[src/rtl/pacoblaze_intc_pkg.sv]
// Shared definitions for pacoblaze_intc: register offsets, CTRL bit positions, FSM states.
// Pure declarations, no logic.
package pacoblaze_intc_pkg;

    localparam logic [1:0] INTC_PEND = 2'd0;
    localparam logic [1:0] INTC_MASK = 2'd1;
    localparam logic [1:0] INTC_VEC  = 2'd2;
    localparam logic [1:0] INTC_CTRL = 2'd3;

    localparam int CTRL_GIE = 0;
    localparam int CTRL_EOI = 7;

    typedef enum logic [1:0] {
        ST_IDLE    = 2'd0,
        ST_REQ     = 2'd1,
        ST_SERVICE = 2'd2
    } intc_state_e;

endpackage

[src/rtl/pacoblaze_intc_prio.sv]
// Combinational priority encoder: the first set request at or after base (wrapping) wins.
// Zero latency; base must be below NUM_SRC.
module pacoblaze_intc_prio #(
    parameter int NUM_SRC = 8
) (
    input  logic [NUM_SRC-1:0] req,
    input  logic [2:0]         base,
    output logic               vld,
    output logic [2:0]         idx
);

    logic [3:0] pos;

    // Walk from the farthest position back to base so the nearest hit is written last.
    always_comb begin
        vld = 1'b0;
        idx = 3'd0;
        pos = 4'd0;
        for (int i = NUM_SRC - 1; i >= 0; i--) begin
            pos = {1'b0, base} + 4'(i);
            if (pos >= 4'(NUM_SRC)) begin
                pos = pos - 4'(NUM_SRC);
            end
            if (req[pos[2:0]]) begin
                vld = 1'b1;
                idx = pos[2:0];
            end
        end
    end

endmodule

[src/rtl/pacoblaze_intc.sv]
// Edge-triggered, prioritised interrupt controller for a pacoblaze core; port-bus registers PEND/MASK/VEC/CTRL.
// PACOBLAZE_INTC_RR_EN selects rotating priority after the last serviced source; default is fixed, index 0 highest.
import pacoblaze_intc_pkg::*;

module pacoblaze_intc #(
    parameter int          NUM_SRC   = 8,
    parameter logic [7:0]  BASE_PORT = 8'h40
) (
    input  logic               clk,
    input  logic               reset,
    input  logic [NUM_SRC-1:0] irq_src,
    input  logic [7:0]         port_id,
    input  logic               write_strobe,
    input  logic [7:0]         out_port,
    output logic [7:0]         rd_data,
    output logic               interrupt,
    input  logic               interrupt_ack
);

    logic [NUM_SRC-1:0] src_q, pend_q, pend_d, mask_q, cand;
    logic [NUM_SRC-1:0] edge_set, w1c_clr, eoi_clr;
    logic               arm_q, gie_q;
    logic [2:0]         vec_q, vec_d, base, win_idx;
    logic               win_vld;
    intc_state_e        state_q, state_d;
    logic [7:0]         rd_data_q, rd_data_d, pend8, mask8;
    logic               hit, wr_en, eoi_wr, eoi_take;
    logic [1:0]         off;

    assign hit      = (port_id[7:2] == BASE_PORT[7:2]);
    assign off      = port_id[1:0];
    assign wr_en    = write_strobe && hit;
    assign eoi_wr   = wr_en && (off == INTC_CTRL) && out_port[CTRL_EOI];
    assign eoi_take = eoi_wr && (state_q == ST_SERVICE);

    // arm_q blanks edge detection for the first cycle so a source held high through reset is not seen as an edge.
    assign edge_set = irq_src & ~src_q & {NUM_SRC{arm_q}};
    assign cand     = pend_q & mask_q & {NUM_SRC{gie_q}};

    always_comb begin
        for (int i = 0; i < NUM_SRC; i++) begin
            w1c_clr[i] = wr_en && (off == INTC_PEND) && out_port[i];
            eoi_clr[i] = eoi_take && (vec_q == 3'(i));
        end
        pend_d = (pend_q & ~(w1c_clr | eoi_clr)) | edge_set;
    end

`ifdef PACOBLAZE_INTC_RR_EN
    logic [2:0] last_q;

    always_ff @(posedge clk) begin
        if (reset) begin
            last_q <= 3'(NUM_SRC - 1);
        end else if (eoi_take) begin
            last_q <= vec_q;
        end
    end

    assign base = (last_q == 3'(NUM_SRC - 1)) ? 3'd0 : last_q + 3'd1;
`else
    assign base = 3'd0;
`endif

    pacoblaze_intc_prio #(.NUM_SRC(NUM_SRC)) u_prio (
        .req  (cand),
        .base (base),
        .vld  (win_vld),
        .idx  (win_idx)
    );

    always_comb begin
        state_d = state_q;
        vec_d   = vec_q;
        case (state_q)
            ST_IDLE: begin
                if (win_vld) begin
                    vec_d   = win_idx;
                    state_d = ST_REQ;
                end
            end
            ST_REQ: begin
                if (interrupt_ack) begin
                    state_d = ST_SERVICE;
                end
            end
            ST_SERVICE: begin
                if (eoi_wr) begin
                    state_d = ST_IDLE;
                end
            end
            default: state_d = ST_IDLE;
        endcase
    end

    always_comb begin
        pend8                = '0;
        mask8                = '0;
        pend8[NUM_SRC-1:0]   = pend_q;
        mask8[NUM_SRC-1:0]   = mask_q;
        rd_data_d            = '0;
        if (hit) begin
            case (off)
                INTC_PEND: rd_data_d = pend8;
                INTC_MASK: rd_data_d = mask8;
                INTC_VEC:  rd_data_d = {(state_q == ST_SERVICE), 4'b0000, vec_q};
                default:   rd_data_d = {7'b0000000, gie_q};
            endcase
        end
    end

    always_ff @(posedge clk) begin
        if (reset) begin
            src_q     <= '0;
            arm_q     <= 1'b0;
            pend_q    <= '0;
            mask_q    <= '0;
            gie_q     <= 1'b0;
            vec_q     <= 3'd0;
            state_q   <= ST_IDLE;
            rd_data_q <= 8'h00;
        end else begin
            src_q     <= irq_src;
            arm_q     <= 1'b1;
            pend_q    <= pend_d;
            vec_q     <= vec_d;
            state_q   <= state_d;
            rd_data_q <= rd_data_d;
            if (wr_en && (off == INTC_MASK)) begin
                mask_q <= out_port[NUM_SRC-1:0];
            end
            if (wr_en && (off == INTC_CTRL)) begin
                gie_q <= out_port[CTRL_GIE];
            end
        end
    end

    assign interrupt = (state_q == ST_REQ);
    assign rd_data   = rd_data_q;

endmodule
[config.mk]
export PLATFORM = sky130hd
export DESIGN_NAME = pacoblaze_intc
export DESIGN_NICKNAME = d
export VERILOG_FILES = /design/src/rtl/pacoblaze_intc_pkg.sv /design/src/rtl/pacoblaze_intc_prio.sv /design/src/rtl/pacoblaze_intc.sv
export SDC_FILE = /design/constraint.sdc
export NUM_CORES = 1
export LEC_CHECK = 0
export BUFFER_PORTS_ARGS = -buffer_cell sky130_fd_sc_hd__buf_4
export CAP_MARGIN = 25
export CELL_PAD_IN_SITES_DETAIL_PLACEMENT = 1
export CELL_PAD_IN_SITES_GLOBAL_PLACEMENT = 1
export CORE_UTILIZATION = 43
export DETAILED_ROUTE_END_ITERATION = 12
export GPL_TIMING_DRIVEN = 0
export PLACE_DENSITY = 0.94
export SYNTH_ARGS = -nofsm -noshare
export SYNTH_HDL_FRONTEND = slang
export SYNTH_SLANG_ARGS = --single-unit
[constraint.sdc]
create_clock -name clk -period 2.7 [get_ports clk]
set_input_delay 0.135 -clock clk [delete_from_list [all_inputs] [get_ports clk]]
set_output_delay 0.135 -clock clk [all_outputs]
set_load 0.01 [all_outputs]
==> results of run 1 <==
[critical path: cells and delay by family, from the launching register on]
kind	cells	cell delay (ns)
and+or+nand+nor	3	1.13
DFF	1	0.41
AOI/OAI and AO/OA	1	0.20
[power breakdown]
part	internal, uW	leakage (uW)	switching [uW]
clock	200	0.0000470	196
sequential	592	0.000318	14.1
combinational	50.7	0.000565	44.4
[per-stage QoR]
| step | std cells | hold WS [ns] | setup WS [ns] | cell area (um2) |
|---|---|---|---|---|
| 5_1_grt | 275 | 0.0798 | 0.787 | 2130 |
| 3_3_place_gp | 268 | 0.377 | 1.03 | 2040 |
| 4_1_cts | 275 | 0.0791 | 0.884 | 2130 |
| 6_report | 275 | 0.0872 | 0.862 | 2130 |
| 3_5_place_dp | 268 | 0.388 | 0.984 | 2040 |
| 2_1_floorplan | 185 | 0.279 | 1.29 | 1720 |
[cell families (layout without fill, tap and decap cells)]
logic type             after synthesis  after routing  synth area share
buffers and inverters               17             59            0.0423
flip-flops                          39             39             0.455
AO/OA/AOI/OAI                       30             30             0.132
multiplexers                        18             18             0.112
AND/OR/NAND/NOR                     81             81             0.259
[layout by cell type (no fill, tap or decap), types with 4 or more instances in the layout]
cell type / n
nor2b_1: 21
a21oi_1: 8
nor2_1: 22
inv_1: 10
a211o_1: 6
nor3_1: 4
o2bb2ai_1: 6
clkbuf_1: 4
buf_4: 37
clkbuf_8: 6
nand3_1: 6
dfxtp_1: 39
mux2i_1: 17
nand2_1: 12
[path summary, 6_finish.rpt]
kind	start	endpoint	slack, ns	cells past startpoint
hold reg to reg	src_q[5]$_SDFF_PP0_	pend8[5]$_SDFF_PP0_	0.50	2
setup / recovery	state_q[1]$_SDFFE_PP0P_	pend8[0]$_SDFF_PP0_	0.86	4
hold / removal	out_port[1]	mask8[1]$_SDFFE_PP0P_	0.09	3
setup reg to reg	state_q[1]$_SDFFE_PP0P_	pend8[0]$_SDFF_PP0_	0.86	4
[state kept, by name, indices dropped and copies added (netlist names)]
name and cells:
gie_q 1, arm_q 1, pend8 8, rd_data 8, state_q 2, mask8 8, src_q 8, vec_q 3
[routing by layer]
metal,up-vias,wire length (um),global-route usage,share of wire
met3,15,218,0.0694,0.047
met5,-,0,0,0
met2,54,2350,0.442,0.51
met1,712,1920,0.255,0.42
met4,0,143,0.120,0.031
li1,732,-,-,-
[area by class of cell]
class,count,area share
clock inverters,1,0.00235
repair buffers,35,0.124
clock buffers,6,0.0388
well taps,48,0.0282
multi-input cells,129,0.406
inverters,10,0.0176
plain buffers,7,0.0165
flip-flops and latches,39,0.367
==> metrics.csv, run 1 <==
stage,metric,value,unit
logic_synthesis,syn avg cell area,9.28,um2
grt,initial antenna violation count,0,
worst_setup_path,crit start category,register,
logic_synthesis,"Seq/Total Area, Yosys",0.455,
sta,Max-slew headroom,0.641,
route,Routed Antenna Nets,0,
grt,grt total ovfl,0,
final_layout,fillcell total,464,
sta,Fmax,544,MHz
placement,Final GP Congestion,0.839,
route,DRC viols,0,
route,Vias/cell,5.50,
grt,global-route wire length before repair,7630,um
final_layout,final core occ,0.568,
die,Die W,65.2,um
clocking,clock net sink count,39,
sta,unrepaired setup endpoints after global routing,false,
route,router iterations before antenna repair,4,
clocking,postcts setup bufs,0,
logic_synthesis,"count leader, synth",dfxtp_1,
worst_setup_path,CP cell instances,"nor4bb_1, nand4_1, or3_1, a32o_1",
clocking,Clock transition at path regs,0.08,ns
clocking,CTS tree,built,
die,initial core utilization,0.459,
final_layout,multi-input logic area,863,um2
route,DR vias,1513,
power_and_ir_drop,Total Power,1100,uW
worst_setup_path,max incr delay on CP,0.45,ns
clocking,cts repair resizes,0,
logic_synthesis,cell taking the most area after synthesis,dfxtp_1,
logic_synthesis,Synth Flop Type,dfxtp_1,
worst_setup_path,Critical Path End Type,register,
power_and_ir_drop,total power per unit cell area,516,nW/um2
logic_synthesis,Post-synth top cells,"dfxtp_1 (39), nor2_1 (22), nor2b_1 (21)",
clocking,clock buffer depth,2,
final_layout,Layout area overhead,23.9,%
sta,clock skew,0.00811,ns
logic_synthesis,Synth Net Count,213,
worst_setup_path,Critical Path Fanout Max,5,
route,drt initial violations,51,
logic_synthesis,ys async rst share,0,
clocking,CTS Hold Bufs,0,
sta,fin crit share,0.681,
grt,vias in the first global route,1620,
final_layout,layout cell share with drive strength beyond 1,0.216,
sta,Sum Neg Setup Slack,0,ns
logic_synthesis,share of the synthesized area in the top cell type,0.455,
grt,GR Util All Layers,0.244,
power_and_ir_drop,leakage power,0.000930,uW
sta,"Hold Violations, Final",0,
placement,PortBufs,35,
die,die area,4250,um2
sta,final count of negative-setup-slack endpoints,0,
clocking,Root Buffer,clkbuf_8,
logic_synthesis,Ys Warns,0,
final_layout,register area,781,um2
job,Max-Cap Viols,0,
sta,min Tclk post-route,1.84,ns
die,core area,3740,um2
clocking,CTS Buf Count,5,
logic_synthesis,Post-Syn Area,1720,um2
clocking,H-tree Lvls,2,
sta,"Slew Viols, Final",0,
logic_synthesis,Yosys cell types,32,
route,WL final,4640,um
placement,placed wire-length estimate,3510,um
final_layout,Final nets,255,
logic_synthesis,number of flops mapped to enable cells by yosys,0,
worst_setup_path,CP required,2.89,ns
logic_synthesis,top post-synthesis cells by area,"dfxtp_1 (45%), mux2i_1 (9.9%), nor2b_1 (7.7%)",
clocking,later-pin clock latency in the skew report,0.29,ns
power_and_ir_drop,VDD IR max,0.364,mV
grt,pin count of the biggest net entering global routing,12,
sta,Tightest Pin Transition,0.538,ns
logic_synthesis,synthesized instance count,185,
worst_setup_path,crit path DAT,2.02,ns
worst_setup_path,slowest CP cell,nor4bb_1,
die,I/O pin count,37,
die,site row count,22,
logic_synthesis,Yosys reg bits,39,
min_path,HP Class,input pin to register,
die,Die Y,65.2,um
outcome,status,"finished, final reports clean",
route,WL/cell,16.9,um
final_layout,Antenna Cells,0,
worst_setup_path,critical path class,register to register,
Note: power is estimated with default switching activity, not from simulation.
==> run 2, diff against run 1 <==
- ABC_AREA: default -> 1
- CORE_UTILIZATION: 43 -> 35
- PLACE_DENSITY: 0.94 -> 0.86
- clock period: 2.7 -> 1.6 ns (I/O delays scaled with it)
==> metrics.csv, run 2 <==
stage,metric,value,unit
grt,vias in the first global route,1905,
logic_synthesis,largest family of logic cells by synthesized area,simple AND/OR/NAND/NOR gates,
clocking,postcts setup bufs,0,
clocking,Root Buffer,clkbuf_8,
route,DR vias,1844,
sta,min Tclk post-route,1.32,ns
clocking,later-pin clock latency in the skew report,0.29,ns
final_layout,Antenna Cells,0,
clocking,CTS Buf Count,5,
logic_synthesis,Yosys reg bits,39,
sta,"Hold Violations, Final",0,
logic_synthesis,Yosys cell types,33,
route,router iterations before antenna repair,4,
grt,grt total ovfl,0,
job,Max-Cap Viols,0,
logic_synthesis,post-synthesis simple-gate area fraction,0.360,
min_path,HP Class,input pin to register,
sta,Max-slew headroom,0.685,
clocking,clock net sink count,39,
worst_setup_path,critical path class,register to register,
clocking,H-tree Lvls,2,
sta,fin crit share,0.827,
worst_setup_path,Critical Path Fanout Max,10,
grt,GR Util All Layers,0.213,
final_layout,Layout area overhead,25.9,%
logic_synthesis,Synth Flop Type,dfxtp_1,
route,WL final,5200,um
logic_synthesis,Post-synth top cells,"nand2_1 (54), nor2_1 (40), dfxtp_1 (39)",
clocking,clock buffer depth,2,
logic_synthesis,share of the synthesized area in the top cell type,0.415,
sta,Tightest Pin Transition,0.473,ns
logic_synthesis,Synth Net Count,289,
route,DRC viols,0,
logic_synthesis,top post-synthesis cells by area,"dfxtp_1 (42%), nand2_1 (11%), nor2_1 (8.0%)",
grt,pin count of the biggest net entering global routing,13,
outcome,status,"finished, final reports clean",
logic_synthesis,Ys Warns,0,
sta,Fmax,755,MHz
final_layout,layout cell share with drive strength beyond 1,0.234,
worst_setup_path,Critical Path End Type,register,
die,Die W,75.3,um
placement,Final GP Congestion,0.836,
die,site row count,26,
grt,global-route wire length before repair,8860,um
sta,final count of negative-setup-slack endpoints,0,
route,WL/cell,13.8,um
worst_setup_path,reg2reg setup slack,0.28,ns
logic_synthesis,Adder-Cell Fraction of Synth Area,0,
logic_synthesis,proportion of synthesized area in mux cells,0,
logic_synthesis,xor and xnor area share after synthesis,0,
route,Routed Antenna Nets,0,
logic_synthesis,number of flops mapped to enable cells by yosys,0,
placement,PortBufs,34,
worst_setup_path,CP required,1.79,ns
logic_synthesis,"count leader, synth",nand2_1,
final_layout,"commonest cells after routing, fill and taps aside","nand2_1 (54), nor2_1 (40), dfxtp_1 (39)",
logic_synthesis,synthesized instance count,261,
sta,Sum Neg Setup Slack,0,ns
sta,unrepaired setup endpoints after global routing,false,
clocking,Clock transition at path regs,0.07,ns
route,Vias/cell,4.88,
placement,placed wire-length estimate,3980,um
sta,"Slew Viols, Final",0,
logic_synthesis,syn avg cell area,7.21,um2
logic_synthesis,ys async rst share,0,
route,drt initial violations,90,
logic_synthesis,Compound-Gate Fraction of Synth Area,0.119,
final_layout,"commonest non-fill, non-tap cell in the layout",nand2_1,
final_layout,Final nets,335,
power_and_ir_drop,leakage power,0.00105,uW
logic_synthesis,cell taking the most area after synthesis,dfxtp_1,
worst_setup_path,crit path DAT,1.51,ns
clocking,CTS tree,built,
power_and_ir_drop,total power per unit cell area,803,nW/um2
grt,initial antenna violation count,0,
worst_setup_path,crit start category,register,
logic_synthesis,"Seq/Total Area, Yosys",0.415,
final_layout,final core occ,0.461,
die,initial core utilization,0.366,
sta,clock skew,0.00538,ns
die,I/O pin count,37,
die,die area,5670,um2
die,Die Y,75.3,um
power_and_ir_drop,VDD IR max,0.508,mV
die,core area,5140,um2
logic_synthesis,Post-Syn Area,1880,um2
final_layout,fillcell total,687,
[run 2: cell types whose count changed after synthesis, sizes merged, moves of 14 or more]
cell	previous run	this run
inv	10	34
mux2i	17	0
nand2	12	57
nand4	4	18
nor2	22	47
nor2b	21	0
[run 2: logic make-up (layout without fill, tap and decap cells)]
logic type | after synthesis | after routing
and+or+nand+nor | 142 | 142
buffers and inverters | 44 | 91
DFF | 39 | 39
AOI/OAI and AO/OA | 36 | 36
[run 2: worst paths after layout]
path,to,depth (start not counted),startpoint
max,vec_q[1]$_SDFFE_PP0P_,10,gie_q$_SDFFE_PP0N_
min reg2reg,pend8[4]$_SDFF_PP0_,3,src_q[4]$_SDFF_PP0_
max reg2reg,vec_q[1]$_SDFFE_PP0P_,10,gie_q$_SDFFE_PP0N_
min,src_q[3]$_SDFF_PP0_,3,irq_src[3]
[run 2: report_power, final]
part           switching (uW)  total, uW  internal, uW
Sequential               18.7       1010           996
Clock                     342        695           353
Combinational             104        192          87.6
[run 2: per-layer routing]
metal | track usage | vias up | routed length [um]
met3 | 0.0529 | 6 | 243
met4 | 0.0576 | 0 | 51
met2 | 0.380 | 42 | 2690
met5 | 0 | - | 0
li1 | - | 935 | -
met1 | 0.256 | 861 | 2220
[run 2: per-stage QoR]
| stage | instances | total power, uW | instance area, um2 | setup WS (ns) | hold WS (ns) |
|---|---|---|---|---|---|
| 6_report | 378 | 1900 | 2370 | 0.276 | 0.00683 |
| 5_1_grt | 378 | 1990 | 2370 | 0.0978 | 0.0204 |
| 4_1_cts | 378 | 1920 | 2370 | 0.253 | 0.00720 |
| 3_5_place_dp | 365 | 1220 | 2220 | 0.287 | 0.303 |
| 3_3_place_gp | 365 | 1210 | 2220 | 0.334 | 0.293 |
| 2_1_floorplan | 261 | 1130 | 1880 | 0.508 | 0.198 |
[run 2: timing repair]
item	4_1_cts	5_1_grt
hold buffers	5	0
gates resized for setup	0	0
hold endpoints to repair	5	0
endpoints found under the setup margin	0	0
[run 2: final cells by class]
type                       instances  area (um2)  share of cell area
clock buffer                       7        86.3              0.0365
buffer                             8        58.8              0.0248
sequential                        39         781               0.330
tap                               70        87.6              0.0370
inverter                          36         140              0.0592
clock inverter                     1        8.76             0.00370
timing repair buffer              39         305               0.129
multi-input combinational        178         901               0.380
[run 2: worst max-delay path: stages (launching register included)]
cell and delay, ns:
dfxtp_1 0.33, buf_6 0.13, nand2_1 0.05, nor2_1 0.15, inv_1 0.09, nand3_2 0.13
o21bai_4 0.09, inv_2 0.06, nand2_1 0.06, nand2_1 0.08, nor2_1 0.04
